$ cat src/rtl/imc_arbiter.sv
// ---------------------------------------------------------------------------
// imc_arbiter
//   Two-requester round-robin arbiter that hands the shared in-memory-compute
//   (IMC) engine to one input wrapper at a time. It sequences
//   IDLE -> GRANT -> START -> WAIT -> RELEASE, pulses the IMC start, waits for
//   the IMC completion and then pulses done back to the owner.
//
//   Optional feature: define IMC_ARB_WATCHDOG_EN to build a WAIT-state
//   watchdog. It aborts a transaction after TIMEOUT_CYCLES WAIT cycles
//   without imc_done_i. Without the macro, err_o is tied low and WAIT waits
//   forever.
//
// Ports
//   clk_i        : clock, rising edge
//   rstn_i       : asynchronous active-low reset
//   req_i[1:0]   : per-requester request level
//   imc_done_i   : one-cycle IMC completion pulse (only honoured in WAIT)
//   gnt_o[1:0]   : one-hot grant, high in GRANT/START/WAIT
//   sel_o        : operand/result mux select (current owner)
//   imc_start_o  : one-cycle IMC start pulse (START state)
//   done_o[1:0]  : one-cycle completion pulse to the owner (RELEASE state)
//   busy_o       : high whenever the FSM is not IDLE
//   err_o        : one-cycle watchdog abort pulse (RELEASE after timeout)
// ---------------------------------------------------------------------------
module imc_arbiter #(
  parameter int unsigned TIMEOUT_CYCLES = 255
) (
  input  logic       clk_i,
  input  logic       rstn_i,
  input  logic [1:0] req_i,
  input  logic       imc_done_i,
  output logic [1:0] gnt_o,
  output logic       sel_o,
  output logic       imc_start_o,
  output logic [1:0] done_o,
  output logic       busy_o,
  output logic       err_o
);

  if (TIMEOUT_CYCLES < 1 || TIMEOUT_CYCLES > 255) begin : g_bad_timeout
    $error("imc_arbiter: TIMEOUT_CYCLES must be in 1..255");
  end

  typedef enum logic [2:0] {
    S_IDLE,
    S_GRANT,
    S_START,
    S_WAIT,
    S_RELEASE
  } state_e;

  state_e state_q, state_d;
  logic   owner_q, owner_d;
  logic   last_q,  last_d;   // last requester served

`ifdef IMC_ARB_WATCHDOG_EN
  logic [7:0] wd_cnt_q, wd_cnt_d;
  logic       abort_q,  abort_d;  // high only in a RELEASE caused by timeout
`endif

  // Round-robin pick: on a tie the requester that was not served last wins,
  // otherwise the single active bit wins. Only used when |req_i.
  logic winner;
  assign winner = (&req_i) ? ~last_q : req_i[1];

  always_comb begin
    // NOTE: every signal gets a default first so no path leaves it unassigned;
    // that is what keeps this block free of inferred latches.
    state_d = state_q;
    owner_d = owner_q;
    last_d  = last_q;
`ifdef IMC_ARB_WATCHDOG_EN
    wd_cnt_d = wd_cnt_q;
    abort_d  = 1'b0;
`endif

    unique case (state_q)
      S_IDLE: begin
        if (|req_i) begin
          owner_d = winner;
          state_d = S_GRANT;
        end
      end
      S_GRANT: state_d = S_START;
      S_START: begin
        state_d = S_WAIT;
`ifdef IMC_ARB_WATCHDOG_EN
        wd_cnt_d = '0;
`endif
      end
      S_WAIT: begin
`ifdef IMC_ARB_WATCHDOG_EN
        wd_cnt_d = wd_cnt_q + 8'd1;
`endif
        // A completion in the very cycle the count reaches the limit wins,
        // giving a clean finish rather than an abort.
        if (imc_done_i) begin
          state_d = S_RELEASE;
        end
`ifdef IMC_ARB_WATCHDOG_EN
        // wd_cnt_q counts WAIT cycles already elapsed; this cycle makes the
        // count reach TIMEOUT_CYCLES.
        else if (wd_cnt_q == 8'(TIMEOUT_CYCLES - 1)) begin
          state_d = S_RELEASE;
          abort_d = 1'b1;
        end
`endif
      end
      S_RELEASE: begin
        last_d  = owner_q;
        state_d = S_IDLE;
      end
      default: state_d = S_IDLE;
    endcase
  end

  always_ff @(posedge clk_i or negedge rstn_i) begin
    if (!rstn_i) begin
      state_q <= S_IDLE;
      owner_q <= 1'b0;
      last_q  <= 1'b1;  // requester 0 has first priority out of reset
`ifdef IMC_ARB_WATCHDOG_EN
      wd_cnt_q <= '0;
      abort_q  <= 1'b0;
`endif
    end else begin
      // NOTE: non-blocking assignments so all flops update together from the
      // values computed before this edge.
      state_q <= state_d;
      owner_q <= owner_d;
      last_q  <= last_d;
`ifdef IMC_ARB_WATCHDOG_EN
      wd_cnt_q <= wd_cnt_d;
      abort_q  <= abort_d;
`endif
    end
  end

  // Outputs depend on registered state only, never on an input.
  logic gnt_phase;
  assign gnt_phase   = (state_q == S_GRANT) || (state_q == S_START) ||
                       (state_q == S_WAIT);
  assign gnt_o       = gnt_phase ? (2'b01 << owner_q) : 2'b00;
  assign done_o      = (state_q == S_RELEASE) ? (2'b01 << owner_q) : 2'b00;
  assign sel_o       = owner_q;
  assign imc_start_o = (state_q == S_START);
  assign busy_o      = (state_q != S_IDLE);
`ifdef IMC_ARB_WATCHDOG_EN
  assign err_o       = (state_q == S_RELEASE) && abort_q;
`else
  assign err_o       = 1'b0;
`endif

endmodule

$ cat config.mk
export PLATFORM = sky130hd
export DESIGN_NAME = imc_arbiter
export DESIGN_NICKNAME = d
export VERILOG_FILES = /design/src/rtl/imc_arbiter.sv
export SDC_FILE = /design/constraint.sdc
export NUM_CORES = 1
export LEC_CHECK = 0
export ABC_AREA = 1
export CORE_AREA = 2 2 39 41
export DETAILED_ROUTE_END_ITERATION = 16
export DIE_AREA = 0 0 41 43
export HOLD_SLACK_MARGIN = 0.08
export SLEW_MARGIN = 5
export SYNTH_ARGS = -nofsm -noshare
export SYNTH_HDL_FRONTEND = slang
export SYNTH_SLANG_ARGS = --single-unit
$ cat constraint.sdc
create_clock -name clk_i -period 2.8 [get_ports clk_i]
set_input_delay 0.56 -clock clk_i [delete_from_list [all_inputs] [get_ports clk_i]]
set_output_delay 0.56 -clock clk_i [all_outputs]
set_load 0.03 [all_outputs]
; ---- Word level (Yosys, flattened, before mapping)
; Cells that the tools add are included.
[totals]
elab_cells = 25
out_inout_bits = 8
inputBits = 5
regBits = 5
[classes]
n_eq_ne = 6
bitwise = 1
shifts = 1
mux = 6
n_reduce_logical = 8
[op_table]
columns = cell, n
row1 = $pmux W3 S4, 1
row2 = $eq A3 B2 Y1 const B, 2
row3 = $mux W3, 2
row4 = $reduce_and A2 Y1, 3
row5 = $mux W2, 2
row6 = $ne A2 B2 Y1 const B, 2
row7 = $eq A3 B1 Y1 const B, 1
row8 = $eq A3 B3 Y1 const B, 1
row9 = $logic_not A3 Y1, 1
row10 = $reduce_bool A3 Y1, 1
row11 = $logic_or A1 B1 Y1, 2
row12 = $reduce_or A2 Y1, 1
row13 = $shl A1 B1 Y2 const A, 1
row14 = $mux W1, 1
row15 = $not A1 Y1, 1

; ---- Longest topological paths before layout
[depth]
depth_word = 4
ltp_mapped = 5
mapped_depth_nobuf = 5

; ---- Worst setup path before layout
; Ideal clock, no wire load.
[synth_path]
kind = reg2out
startpoint = register owner_q, in the netlist sel_o
endpoint = output gnt_o[1]
t_arrival_ns = 1.356
setup_slack_ns = 0.884
t_required_ns = 2.240
path_buffers = 0
path_stages_with_launch = 3
path_cell_list = dfrtp_1 > inv_1 > nor3_1
[synth_between]
elab_chain_cells = 2
[synth_rtl]
columns = element, line
row1 = from (decl), 53  ; logic owner_q, owner_d;
row2 = from (signal assigned), 130  ; owner_q <= owner_d;
row3 = $shl A1 B1 Y2, 143  ; assign gnt_o = gnt_phase ? (2'b01 << owner_q) : 2'b00;
row4 = $mux W2, 143
row5 = to (decl), 32  ; output logic [1:0] gnt_o,
; Every way passes these cells.

; ---- Worst setup path in the final report
[layout_path]
startpoint = register state_q[1]
endpoint = output done_o[0]
[layout_between]
elab_chain_cells = 2
[layout_rtl]
columns = element, line
row1 = from (decl), 52  ; state_e state_q, state_d;
row2 = from (signal assigned), 129  ; state_q <= state_d;
row3 = $eq A3 B3 Y1, 144  ; assign done_o = (state_q == S_RELEASE) ? (2'b01 << owner_q) : 2'b00;
row4 = $mux W2, 144
row5 = to (decl), 35  ; output logic [1:0] done_o,
; Every way passes these cells.

==> results by stage <==
Critical path:
- The category of the worst setup path capture point is an output pin.
- The maximum fanout along the worst path is 7.
- The count of cells along the worst register-to-register path is 4.
- The critical path is of the reg2out type.
- STA classifies the critical path startpoint as a register.
- The required time at the endpoint of the critical path is 2.24 ns.
- The data arrival time of the critical path is 1.71 ns.

Power:
- Summing internal, switching and leakage power gives 0.000546 W.
- The worst-case IR drop observed on VDD is 0.000627 V.
- The static leakage is 0.223 nW.
- Power spread over the standard cell area amounts to 1240 nW/um2.

STA:
- The sum of negative setup slack is 0 ns.
- The final count of negative-setup-slack endpoints is 0.
- The smallest clock period supported by the final layout is computed as 2.27 ns.
- Dividing the final minimum period by the clock period gives 0.810.
- Setup repair after global routing left no endpoint under its margin.
- The final count of hold timing violations is 0.
- Across the routed clock network, the largest skew measured is 0.00624 ns.
- The final count of pins violating max slew is 0.
- For this run, the top clock speed supported by timing is 441 MHz.

Route:
- The total DRC errors in the routed layout is 0.
- The number of nets with antenna violations after detailed routing is 0.
- The number of vias in the routed layout is 276.
- The first-pass iteration count of the detailed router is 2.
- The routed wire length is 534 um.
- Dividing the detail-routed wire length by the instance count gives 7.63 um.
- Using the TritonRoute via totals, the vias-per-cell ratio works out to 3.94.
- After the first detailed-routing iteration, the DRC count stood at 1.

Die:
- The initial utilization of the core area, before any placement, comes to 0.211.
- The die span in y is 43 um.
- The region available for standard cell placement spans 1380 um2.
- The row count is 14.
- The die covers 1760 um2.
- The boundary pin count is 13.
- The floorplan step set the die width to 41 um.

Finish:
- 0 antenna diodes ended up in the layout.
- The area overhead of the layout relative to synthesis is 51.1%.
- Summing all multi-input logic gate instances after layout gives 131 um2.
- The sequential standard cell area is 126 um2.
- In the layout the commonest cells are clkdlybuf4s50_1 (11), nand2_1 (10), inv_1 (6).
- The net count of the finished layout is 60.
- The most frequent standard cell in the layout excluding fill and tap cells is clkdlybuf4s50_1.
- The number of inserted filler cells in the final layout is 154.
- The fraction of final layout cells with drive strength greater than 1 is 0.130.

Place:
- Detailed placement ended at an HPWL of 439 um.
- The weighted congestion at the end of routability-driven global placement is 0.701.
- Input and output buffers added on the ports amount to 11.

Clock network:
- Counting every sink on the clock net gives 5.
- The number of post-CTS setup repair buffers is 0.
- The root buffer cell chosen for the clock tree is clkbuf_4.
- CTS built an H-tree with a depth of 1.
- After clock tree synthesis, the clock-pin slew on the worst setup and hold paths is 0.04 ns.
- The largest buffer count on any clock path is 2.
- The number of hold buffers added after cts is 0.
- The latest clock arrival within the worst-skew pair is 0.24 ns.
- Gates resized during post-CTS repair numbered 0.
- TritonCTS built the clock tree.
- Counting the buffers created by CTS gives 3.

Worst hold path:
- The hold-critical path depth is 2.
- The type of the worst min-delay path is reg2reg.

Synth:
- The total of warnings raised by yosys is 0.
- The cell area after synthesis is 292 um2.
- The synthesized instance count is 40.
- Of the total synthesized cell area, the portion taken by full adders, half adders and majority gates is 0.
- The post-synthesis compound-gate area fraction is 0.0172.
- Of the total synthesized cell area, the portion taken by AND, OR, NAND and NOR gates is 0.421.
- Synthesis inferred 5 register bits.
- The multiplexer fraction of the synthesized cell area is 0.
- Of the total synthesized cell area, the portion taken by XOR and XNOR cells is 0.
- By area, the combinational part of the netlist is dominated by simple AND/OR/NAND/NOR gates.
- A synthesized cell averages 7.29 um2.
- The portion of the post-synthesis area used by sequential elements is 0.433.
- When the netlist entered floorplanning its net count stood at 45.
- The synthesized netlist contains 14 unique library cells.

GRT:
- The via count of the first global-routing pass is 233.
- The aggregate global routing overflow is 0.
- The total track usage is 0.0748.
- The wire length of the first global-routing pass is 848 um.
- The number of antenna violations at the first check in global routing is 0.
- The maximum number of pins on one net before global-route repair is 8.

Job:
- Max-cap violations in this run came to 0.

Run status:
- The flow ran to the end, and the final reports show no timing, DRC or antenna violations.
state kept, by name, summed over array words and instances (netlist names):
signal	flops
last_q	1
sel_o	1
state_q	3
metrics by stage:
step / util / cell area [um2] / hold slack (ns) / worst slack [ns] / instances
detailed placement: 0.299 / 414 / 0.471 / 0.774 / 66
finish: 0.318 / 440 / 0.477 / 0.532 / 70
global route: 0.318 / 440 / 0.509 / 0.403 / 70
global placement: 0.299 / 414 / 0.475 / 0.781 / 66
floorplan: - / 292 / 0.264 / 0.884 / 40
CTS: 0.318 / 440 / 0.481 / 0.518 / 70
power breakdown:
part / switching (W) / internal, W
combinational: 0.000183 / 0.000124
clock: 0.0000280 / 0.0000538
sequential: 0.0000456 / 0.000112
total: 0.000257 / 0.000289
final timing paths:
check                            from  slack [ns]         end
hold / removal                 last_q        0.48      last_q
setup reg to reg           state_q[1]        1.82  state_q[0]
setup / recovery           state_q[1]        0.53   done_o[0]
hold reg to reg                last_q        0.48      last_q
max in group asynchronous      rstn_i        2.02      last_q
min in group asynchronous      rstn_i        0.53  state_q[2]
cell families (layout without fill, tap and decap cells):
family                 count (synthesis)  count (layout)
other                                  1               1
buffers and inverters                  8              22
flip-flops                             5               5
AO/OA/AOI/OAI                          1               1
AND/OR/NAND/NOR                       25              25
metal layers:
layer / GRT usage / vias to the layer above / routed length (um)
li1: - / 150 / -
met1: 0.0855 / 114 / 249
met2: 0.103 / 12 / 220
met3: 0.0785 / 0 / 63
met4: 0 / 0 / 0
met5: 0 / - / 0
worst max-delay path: stages, from the launching register on:
cell and delay (ns):
dfrtp_1 0.43, nor2_4 0.22, nand2_4 0.07, nor2_1 0.08, clkdlybuf4s50_1 0.67
layout make-up:
type,count,area share
clock buffer,4,0.0597
inverter,7,0.0597
multi-input combinational,27,0.298
sequential,5,0.287
tap,16,0.0455
timing repair buffer,11,0.250
synthesized netlist by cell type:
cell | instances | share of area
nand2_1 | 10 | 0.13
inv_1 | 6 | 0.077
nor2_1 | 5 | 0.064
dfrtp_1 | 4 | 0.34
nand3_1 | 3 | 0.051
nand4_1 | 3 | 0.064
nor3_1 | 2 | 0.034
buf_4 | 1 | 0.026
conb_1 | 1 | 0.013
dfstp_2 | 1 | 0.090
inv_2 | 1 | 0.013
nand2_4 | 1 | 0.039
nor2_4 | 1 | 0.039
o21ai_1 | 1 | 0.017
No activity file was read; power rests on OpenSTA's default activity.
